File: src/rtl/countdown_timer_pkg.sv
// countdown_timer_pkg: shared state encoding and default widths for the countdown timer
package countdown_timer_pkg;
  typedef enum logic [1:0] {IDLE, RUN, DONE} state_t;
  localparam int DEF_WIDTH = 32;
  localparam int DEF_IRQ_CNT_W = 8;
endpackage

File: src/rtl/countdown_timer_irq_ctrl.sv
// timer_irq_ctrl: turns expiry pulses into a level irq, sticky overrun and saturating event count
module timer_irq_ctrl
  import countdown_timer_pkg::*;
#(
  parameter int IRQ_CNT_W = DEF_IRQ_CNT_W
) (
  input  logic                 clk,
  input  logic                 rst,
  input  logic                 expired,
  input  logic                 irq_ack,
  output logic                 irq,
  output logic                 overrun,
  output logic [IRQ_CNT_W-1:0] exp_cnt
);
  // An expiry coinciding with an ack wins: the ack only clears history older than this event
  always_ff @(posedge clk or posedge rst) begin
    if (rst) begin
      irq <= 1'b0;
      overrun <= 1'b0;
      exp_cnt <= '0;
    end else if (expired) begin
      irq <= 1'b1;
      overrun <= !irq_ack && (overrun || irq);
      exp_cnt <= irq_ack ? IRQ_CNT_W'(1) : exp_cnt + IRQ_CNT_W'(!(&exp_cnt));
    end else if (irq_ack) begin
      irq <= 1'b0;
      overrun <= 1'b0;
      exp_cnt <= '0;
    end
  end
endmodule

File: src/rtl/countdown_timer.sv
// countdown_timer: loadable one-shot/periodic down-counter with expiry interrupt bookkeeping
module countdown_timer
  import countdown_timer_pkg::*;
#(
  parameter int WIDTH = DEF_WIDTH,
  parameter int IRQ_CNT_W = DEF_IRQ_CNT_W
) (
  input  logic                 clk,
  input  logic                 rst,
  input  logic                 load_valid,
  output logic                 load_ready,
  input  logic [WIDTH-1:0]     load_value,
  input  logic                 periodic,
  input  logic                 stop,
  input  logic                 tick_en,
  input  logic                 irq_ack,
  output logic [WIDTH-1:0]     count,
  output logic                 busy,
  output logic                 done,
  output logic                 expired,
  output logic                 irq,
  output logic                 overrun,
  output logic [IRQ_CNT_W-1:0] exp_cnt
);
  state_t state, state_n;
  logic [WIDTH-1:0] count_n, reload, reload_n;
  logic mode, mode_n, expired_n, last;
  assign load_ready = !stop;
  assign last = count == WIDTH'(1);
  always_ff @(posedge clk or posedge rst) begin
    if (rst) begin
      state <= IDLE;
      count <= '0;
      reload <= '0;
      mode <= 1'b0;
      expired <= 1'b0;
    end else begin
      state <= state_n;
      count <= count_n;
      reload <= reload_n;
      mode <= mode_n;
      expired <= expired_n;
    end
  end
  // Priority stop > load > tick; a load or stop swallows any expiry due this cycle
  always_comb begin
    state_n = state;
    count_n = count;
    reload_n = reload;
    mode_n = mode;
    expired_n = 1'b0;
    if (stop) begin
      state_n = IDLE;
      count_n = '0;
    end else if (load_valid) begin
      reload_n = load_value;
      mode_n = periodic;
      count_n = load_value;
      state_n = load_value == '0 ? DONE : RUN;
      expired_n = load_value == '0;
    end else if (state == RUN && tick_en) begin
      expired_n = last;
      state_n = last && !mode ? DONE : RUN;
      count_n = !last ? count - WIDTH'(1) : mode ? reload : '0;
    end
  end
  always_comb begin
    busy = state == RUN;
    done = state == DONE;
  end
  timer_irq_ctrl #(.IRQ_CNT_W(IRQ_CNT_W)) u_irq (
    .clk(clk),
    .rst(rst),
    .expired(expired),
    .irq_ack(irq_ack),
    .irq(irq),
    .overrun(overrun),
    .exp_cnt(exp_cnt)
  );
endmodule

File: config.mk
export PLATFORM = sky130hd
export DESIGN_NAME = countdown_timer
export DESIGN_NICKNAME = d
export VERILOG_FILES = /design/src/rtl/countdown_timer_pkg.sv /design/src/rtl/countdown_timer_irq_ctrl.sv /design/src/rtl/countdown_timer.sv
export SDC_FILE = /design/constraint.sdc
export NUM_CORES = 1
export LEC_CHECK = 0
export CAP_MARGIN = 0
export CORE_MARGIN = 4
export CORE_UTILIZATION = 40
export CTS_CLUSTER_DIAMETER = 120
export DETAILED_ROUTE_END_ITERATION = 8
export HOLD_SLACK_MARGIN = 0.02
export PLACE_DENSITY_LB_ADDON = 0.12
export SLEW_MARGIN = 40
export SYNTH_ARGS = -nofsm -noshare
export SYNTH_HDL_FRONTEND = slang
export SYNTH_SLANG_ARGS = --single-unit
File: constraint.sdc
create_clock -name clk -period 3.91 [get_ports clk]
set_input_delay 1.173 -clock clk [delete_from_list [all_inputs] [get_ports clk]]
set_output_delay 1.173 -clock clk [all_outputs]
set_load 0.05 [all_outputs]
; ---- After elaboration in Yosys (flattened, before gate mapping)
; Index checks and enable logic that the tools add are counted.
[totals]
ff_bits = 78
latch_bits = 0
mem_bits_rw = 0
mem_bits_ro = 0
in_bits = 39
word_cells = 46
mem_count = 0
[classes]
add_sub_neg = 2
n_mul = 0
div_mod_pow = 0
magnitude_cmp = 0
eq_ne = 3
shifts = 0
n_mux = 19
bitwise_logic = 1
reduce_logical = 13
[ops]
columns = cell, count
row1 = 32-bit 2-to-1 mux, 5
row2 = 32-bit by 1-bit == test with 1-bit output (second input constant), 1
row3 = 32-bit zero test, 1
row4 = 32-bit by 1-bit subtractor with 32-bit output (second input constant), 1
row5 = 8-bit 2-to-1 mux, 3
row6 = 2-bit 2-to-1 mux, 5
row7 = 8-bit by 1-bit adder with 8-bit output, 1
row8 = 8-bit AND reduction, 1
row9 = 1-bit 2-to-1 mux, 6
row10 = 1-bit zero test, 4
row11 = 1-bit logical AND, 3
row12 = 3-bit nonzero test, 1
row13 = 2-bit by 1-bit == test with 1-bit output (second input constant), 1
row14 = 2-bit == test (second input constant), 1
row15 = 2-bit AND reduction, 1
row16 = 2-bit nonzero test, 1
row17 = 1-bit logical OR, 1
row18 = 1-bit inverter, 1

; ---- Logic depth before layout (Yosys ltp)
[logic_depth]
ltp_word = 6
mapped_depth = 8
ltp_nobuf = 8

; ---- Modules after synthesis
; Synthesis repeated with hierarchy kept, for this count alone.
[unflattened]
hier_cells = 527
area_unflattened_um2 = 4496.8
[modules_own_cells]
columns = module, instances, cells_per_inst, area_per_inst_um2
row1 = countdown_timer, 1, 480, 4015.1
row2 = timer_irq_ctrl, 1, 47, 481.7

; ---- Worst setup path before layout
; No wires, ideal clock.
[synth_path]
path_kind = in2out
startpoint = input stop
endpoint = output load_ready
arrival_time_ns = 1.703
required_time_ns = 2.737
setup_slack_ns = 1.034
path_stages = 2
n_path_buf = 1
path_cell_list = clkbuf_1 > inv_1
[synth_via]
elab_chain_len = 1
[synth_rtl]
columns = item, line
row1 = start: declaration, countdown_timer.sv:14  ; input logic stop,
row2 = 1-bit zero test, countdown_timer.sv:28  ; assign load_ready = !stop;
row3 = end: declaration, countdown_timer.sv:11  ; output logic load_ready,
; Every way passes these cells.

; ---- Worst setup path after layout
; Ends and elaborated chain as after synthesis.

==> summary.txt <==
final-report max-slew violation count: 0
NumNets Final: 668
Tot GR Track Use: 23.8%
Yosys cell types: 56
non-filler instance count after layout: 771
Die X: 114 um
largest net degree at the start of global routing: 38
clock sink count: 78
vias per cell: 5.89
status: finished clean
# DRC: 0
I/O Buffers: 84
die height: 114 um
CP max FO: 5
synth top area cells: dfrtp_1 43%, nand2_1 11%, a21oi_1 2.8%, xnor2_1 2.7%, o21ai_0 2.4%
ANT nets after route: 0
post-synthesis cell area: 4520 um^2
busiest layer in global routing: met2
H-tree levels: 3
postcts setup bufs: 0
Comb power frac: 26.9%
CP Class: in2out
power per cell area: 416 nW/um^2
sw power: 0.000863 W
Primary FF master, synth: dfrtp_1
maximum vdd drop: 227 uV
synth-to-layout area growth: 30.0%
Final WS setup: 0.788 ns
Net Sw Frac: 35.2%
share of flip-flops with an asynchronous set or reset: 100%
Final period util: 79.8%
max_cap viols: 0
GR Overflow Total: 0
count of final setup violators: 0
worst hold-check path type: reg2reg
Placement Setup Slack: 0.647 ns
Worst setup SP type: input port
area occupied by multi-input gates: 2390 um^2
Clock transition at path regs: 0.07 ns
fin crit period: 3.12 ns
synth warn: 0
TritonCTS clock tree: yes
sequential share of power: 39.4%
fmax: 0.320 GHz
TritonRoute pass-1 iters: 6
num ports: 85
post-synthesis sequential area ratio: 43.1%
most common cell in the netlist: nand2_1
Syn Nets: 582
post-cts resize count: 0
global-route wire length before repair: 24,400 um
die area: 13,100 um^2
static leakage: 2.56 nW
FILL cells: 1,072
Routed WL: 15,000 um
#FFs+latches synth: 78
WP data arrival: 1.95 ns
vias in the first global route: 4,483
met3 Track Usage GR: 4.65%
HPWL Detailed: 10,900 um
Avg Inst Size Synth: 8.39 um^2
drt wl/cell: 19.4 um
CTS Buf Count: 9
RSZ-0062 raised after global routing: no
via count: 4,545
Detailed Route Iter0 Violations: 426
Relative slew margins: 51.0%
Clk pwr share: 33.7%
CP Capture Type: primary output
Worst Tran Pin Value: 0.734 ns
cell taking the most area after synthesis: dfrtp_1
hold_buf cts: 0
Initial Util: 41.4%
M2 GR Usage: 37.8%
Post-synth top cells: 138 x nand2_1, 78 x dfrtp_1, 25 x a21oi_1, 25 x nor2_1, 24 x clkbuf_1
clk buf depth: 2
area share of the largest cell type after synthesis: 43.1%
Placed Instances: 754
Cells after Synth: 539
register area: 1950 um^2
core footprint: 10,900 um^2
Post-synth EDFFs: 0
Post-Route Skew: 0.00810 ns
initial antenna violation count: 1
root buffer cell: clkbuf_16
internal power: 0.00158 W
worst skew pair latency: 0.34 ns
row count: 38
share of post-route cells with drive strength above 1: 8.73%
Hold Vio Cnt, Final: 0
RePlAce Congestion: 0.871
CP required: 2.74 ns
Global Route met1 Usage: 32.6%
setup TNS: 0 ns
layout by cell type (no fill, tap or decap), types with 3 or more instances in the layout:
master / synthesis / routed
o21ai_0: 22 / 22
dfrtp_1: 78 / 78
xnor2_1: 14 / 14
a31oi_1: 17 / 17
a221o_1: 6 / 6
clkdlybuf4s50_1: 0 / 83
or3_1: 13 / 13
ha_1: 4 / 4
mux2_2: 4 / 4
o211ai_1: 8 / 8
o32ai_1: 3 / 3
a211oi_1: 3 / 3
a22o_1: 5 / 5
nor4_1: 15 / 15
a41oi_1: 3 / 3
xor2_1: 10 / 10
or4_1: 8 / 8
inv_1: 12 / 11
buf_4: 0 / 24
nor3_1: 16 / 16
nor2_1: 25 / 25
clkbuf_16: 0 / 9
and3_1: 8 / 8
nand4_1: 11 / 11
nand2_1: 138 / 138
nand3_1: 12 / 12
o31ai_1: 5 / 5
o22ai_1: 3 / 3
a21oi_1: 25 / 25
power groups by stage:
stage,Combinational (W),Sequential (W),Clock [W]
final,0.000658,0.000963,0.000826
after global routing,0.000722,0.000975,0.000879
after CTS,0.000658,0.000962,0.000840
after detailed placement,0.000655,0.000976,0
after global placement,0.000647,0.000974,0
after floorplan,0.000345,0.00104,0
worst max-delay path, stage by stage:
cell and delay (ns):
clkdlybuf4s50_1 0.42, inv_1 0.18, buf_12 0.17
per-stage QoR:
| stage | util, % | total power (W) | hold slack [ns] | area (um^2) |
|---|---|---|---|---|
| floorplan | - | 0.00139 | 0.438 | 4520 |
| global placement | 51.1 | 0.00162 | 0.451 | 5590 |
| detailed placement | 51.1 | 0.00163 | 0.464 | 5590 |
| CTS | 53.8 | 0.00246 | 0.482 | 5880 |
| global route | 53.8 | 0.00258 | 0.499 | 5880 |
| finish | 53.8 | 0.00245 | 0.480 | 5880 |
worst paths after layout:
path	startpoint	endpoint	slack [ns]	cells after the start
hold / removal	reload[16]$_DFFE_PP0P_	reload[16]$_DFFE_PP0P_	0.48	2
setup / recovery	stop	load_ready	0.79	3
hold reg to reg	reload[16]$_DFFE_PP0P_	reload[16]$_DFFE_PP0P_	0.48	2
setup reg to reg	count[0]$_DFFE_PP0P_	count[16]$_DFFE_PP0P_	1.08	6
min in group asynchronous	rst	reload[26]$_DFFE_PP0P_	1.23	2
max in group asynchronous	rst	reload[24]$_DFFE_PP0P_	2.08	3
flip-flops by register name, indices dropped and copies added, names as in the netlist:
name and count:
count 32, reload 32, u_irq.exp_cnt 8, state 2, expired 1, mode 1
u_irq.irq 1, u_irq.overrun 1
area by class of cell:
class / instances / area share, %
inverter: 12 / 0.808
multi-input combinational: 416 / 40.6
sequential: 78 / 33.2
antenna: 1 / 0.0425
clock inverter: 7 / 1.08
tap: 140 / 2.98
clock buffer: 9 / 3.83
timing repair buffer: 108 / 17.5
per-layer routing:
metal / share of wire [%] / routed length (um) / vias to the layer above
met2: 47 / 7080 / 195
met1: 43 / 6390 / 2191
met5: 0 / 0 / -
met4: 2.4 / 357 / 0
met3: 7.5 / 1130 / 35
li1: - / - / 2124
cells by family (layout without fill, tap and decap cells):
group	count (synthesis)	in the layout	synth area share (%)
fa+ha+maj	4	4	1.11
flops	78	78	43.1
mux	7	7	1.69
xor+xnor	24	24	4.65
compound gates	114	114	17.0
buf+inv	45	136	4.18
other cells	0	1	0
simple gates	267	267	28.3
Power figures use the tool's default switching activity.
==> RTL edit: new RTL, same flow settings <==
Change the package constant `DEF_WIDTH` from 32 to 28.
--- a/src/rtl/countdown_timer_pkg.sv
+++ b/src/rtl/countdown_timer_pkg.sv
@@ -1,7 +1,7 @@
 // countdown_timer_pkg: shared state encoding and default widths for the countdown timer
 package countdown_timer_pkg;
   typedef enum logic [1:0] {IDLE, RUN, DONE} state_t;
-  localparam int DEF_WIDTH = 32;
+  localparam int DEF_WIDTH = 28;
   localparam int DEF_IRQ_CNT_W = 8;
 endpackage
 
Ports: changed (resized count and load_value); port bits go from 85 to 77. No check against the original RTL was run, so the function may have changed too.
==> RTL edit against the unedited design <==
Setup slack worse by 0.22 ns. First-iteration DRC count fell by 20%. Routed wire length fell by 10%. Sequential cell count is 8 lower. Register-to-register slack improved by 0.05 ns. Area after synthesis down 9.6%. Design area shrank 9.6%. Total power is 13% lower. Largest cell class unchanged. Highest routed layer unchanged.
==> RTL edit: results (changes against the unedited design) <==
[pwr]
max-vdd-ir-drop_uv=203  ; -11%
pg_clk_mw=0.766  ; -7.3%
pg_seq_mw=0.853  ; -11%

[placement]
dp_hpwl_mm=9.25  ; -15%
dp_cells=678  ; -10%
port_buffers=76  ; -9.5%
dp_slack_ns=0.538  ; -0.109 ns

[route]
initialDrtViolationCount=342  ; -20%
firstDrtPassIters=5  ; -1
drt_wl_total_mm=13.4  ; -10%
vias=4047  ; -11%

[worst_setup_path]
worstRegToRegCells=7  ; +1
crit-reg2reg-launch=count[1]
rrSetupSlack_ns=1.13  ; +0.05 ns
critPathMaxFanout=7  ; +2
cpPeakStageDelay_ns=0.50  ; +0.08 ns

[sta]
finalClockSkew_ns=0.00993  ; +0.00182 ns
hold_ws_ns=0.482  ; +0.00254 ns

[synthesis]
syn_avg_cell_area_um2=8.54  ; +1.7%
syn_nets=518  ; -11%
ys_seq_area_share_pct=42.8  ; -0.32 points
synthTopCellsByArea=dfrtp_1, nand2_1, o21ai_0
ys_top_cells_by_count=nand2_1, dfrtp_1, clkbuf_1, nor2_1, o21ai_0

[cells_and_area]
reg.largest.list=count x28, reload x28, u_irq.exp_cnt x8
nets=595  ; -11%
fill_cells=909  ; -15%
final_cells=694  ; -10%
antenna_cells=0  ; -1

[global_route]
grt_pass1_vias=3920  ; -13%
track_usage_pct=23.3  ; -0.55 points
use_met3_pct=5.86  ; +1.2 points
antenna_found_initial=0  ; -1
grt_use_met1_pct=33.6  ; +1.0 points
grt_max_degree=45  ; +18%

[worst_hold_path]
hp-start=reload[3]
min_to=reload[3]

[status]
outcome=complete, no violations

[clocking]
clockRootBuffer=clkbuf_8
clk_latency_ns=0.36  ; +0.02 ns

-- RTL edit: cell type report --
type	count	area share, %
inverter	8	0.565
clock buffer	11	2.85
tap	133	3.13
sequential	70	32.9
timing repair buffer	95	17.4
clock inverter	5	1.98
multi-input combinational	372	41.1
-- RTL edit: cells by family after synthesis --
logic type	share of synthesized area, %
mux	1.96
xor+xnor	3.21
simple gates	29.1
flops	42.8
buf+inv	3.76
compound gates	17.9
fa+ha+maj	1.22
-- RTL edit: worst max-delay path by stage --
| stage | endpoint | slack (ns) |
|---|---|---|
| 2_1_floorplan | count[0] | 0.97 |
| 3_3_place_gp | count[12] | 0.61 |
| 3_5_place_dp | count[0] | 0.54 |
| 4_1_cts | load_ready | 0.59 |
| 5_1_grt | load_ready | 0.57 |
| 6_report | load_ready | 0.57 |
-- RTL edit: routing by layer --
metal  wire length, um  share of wire, %  up-vias
met3              1080               8.0       17
met5                 0                 0        -
met4               192               1.4        0
met1              6250                47     1966
met2              5910                44      174
li1                  -                 -     1890
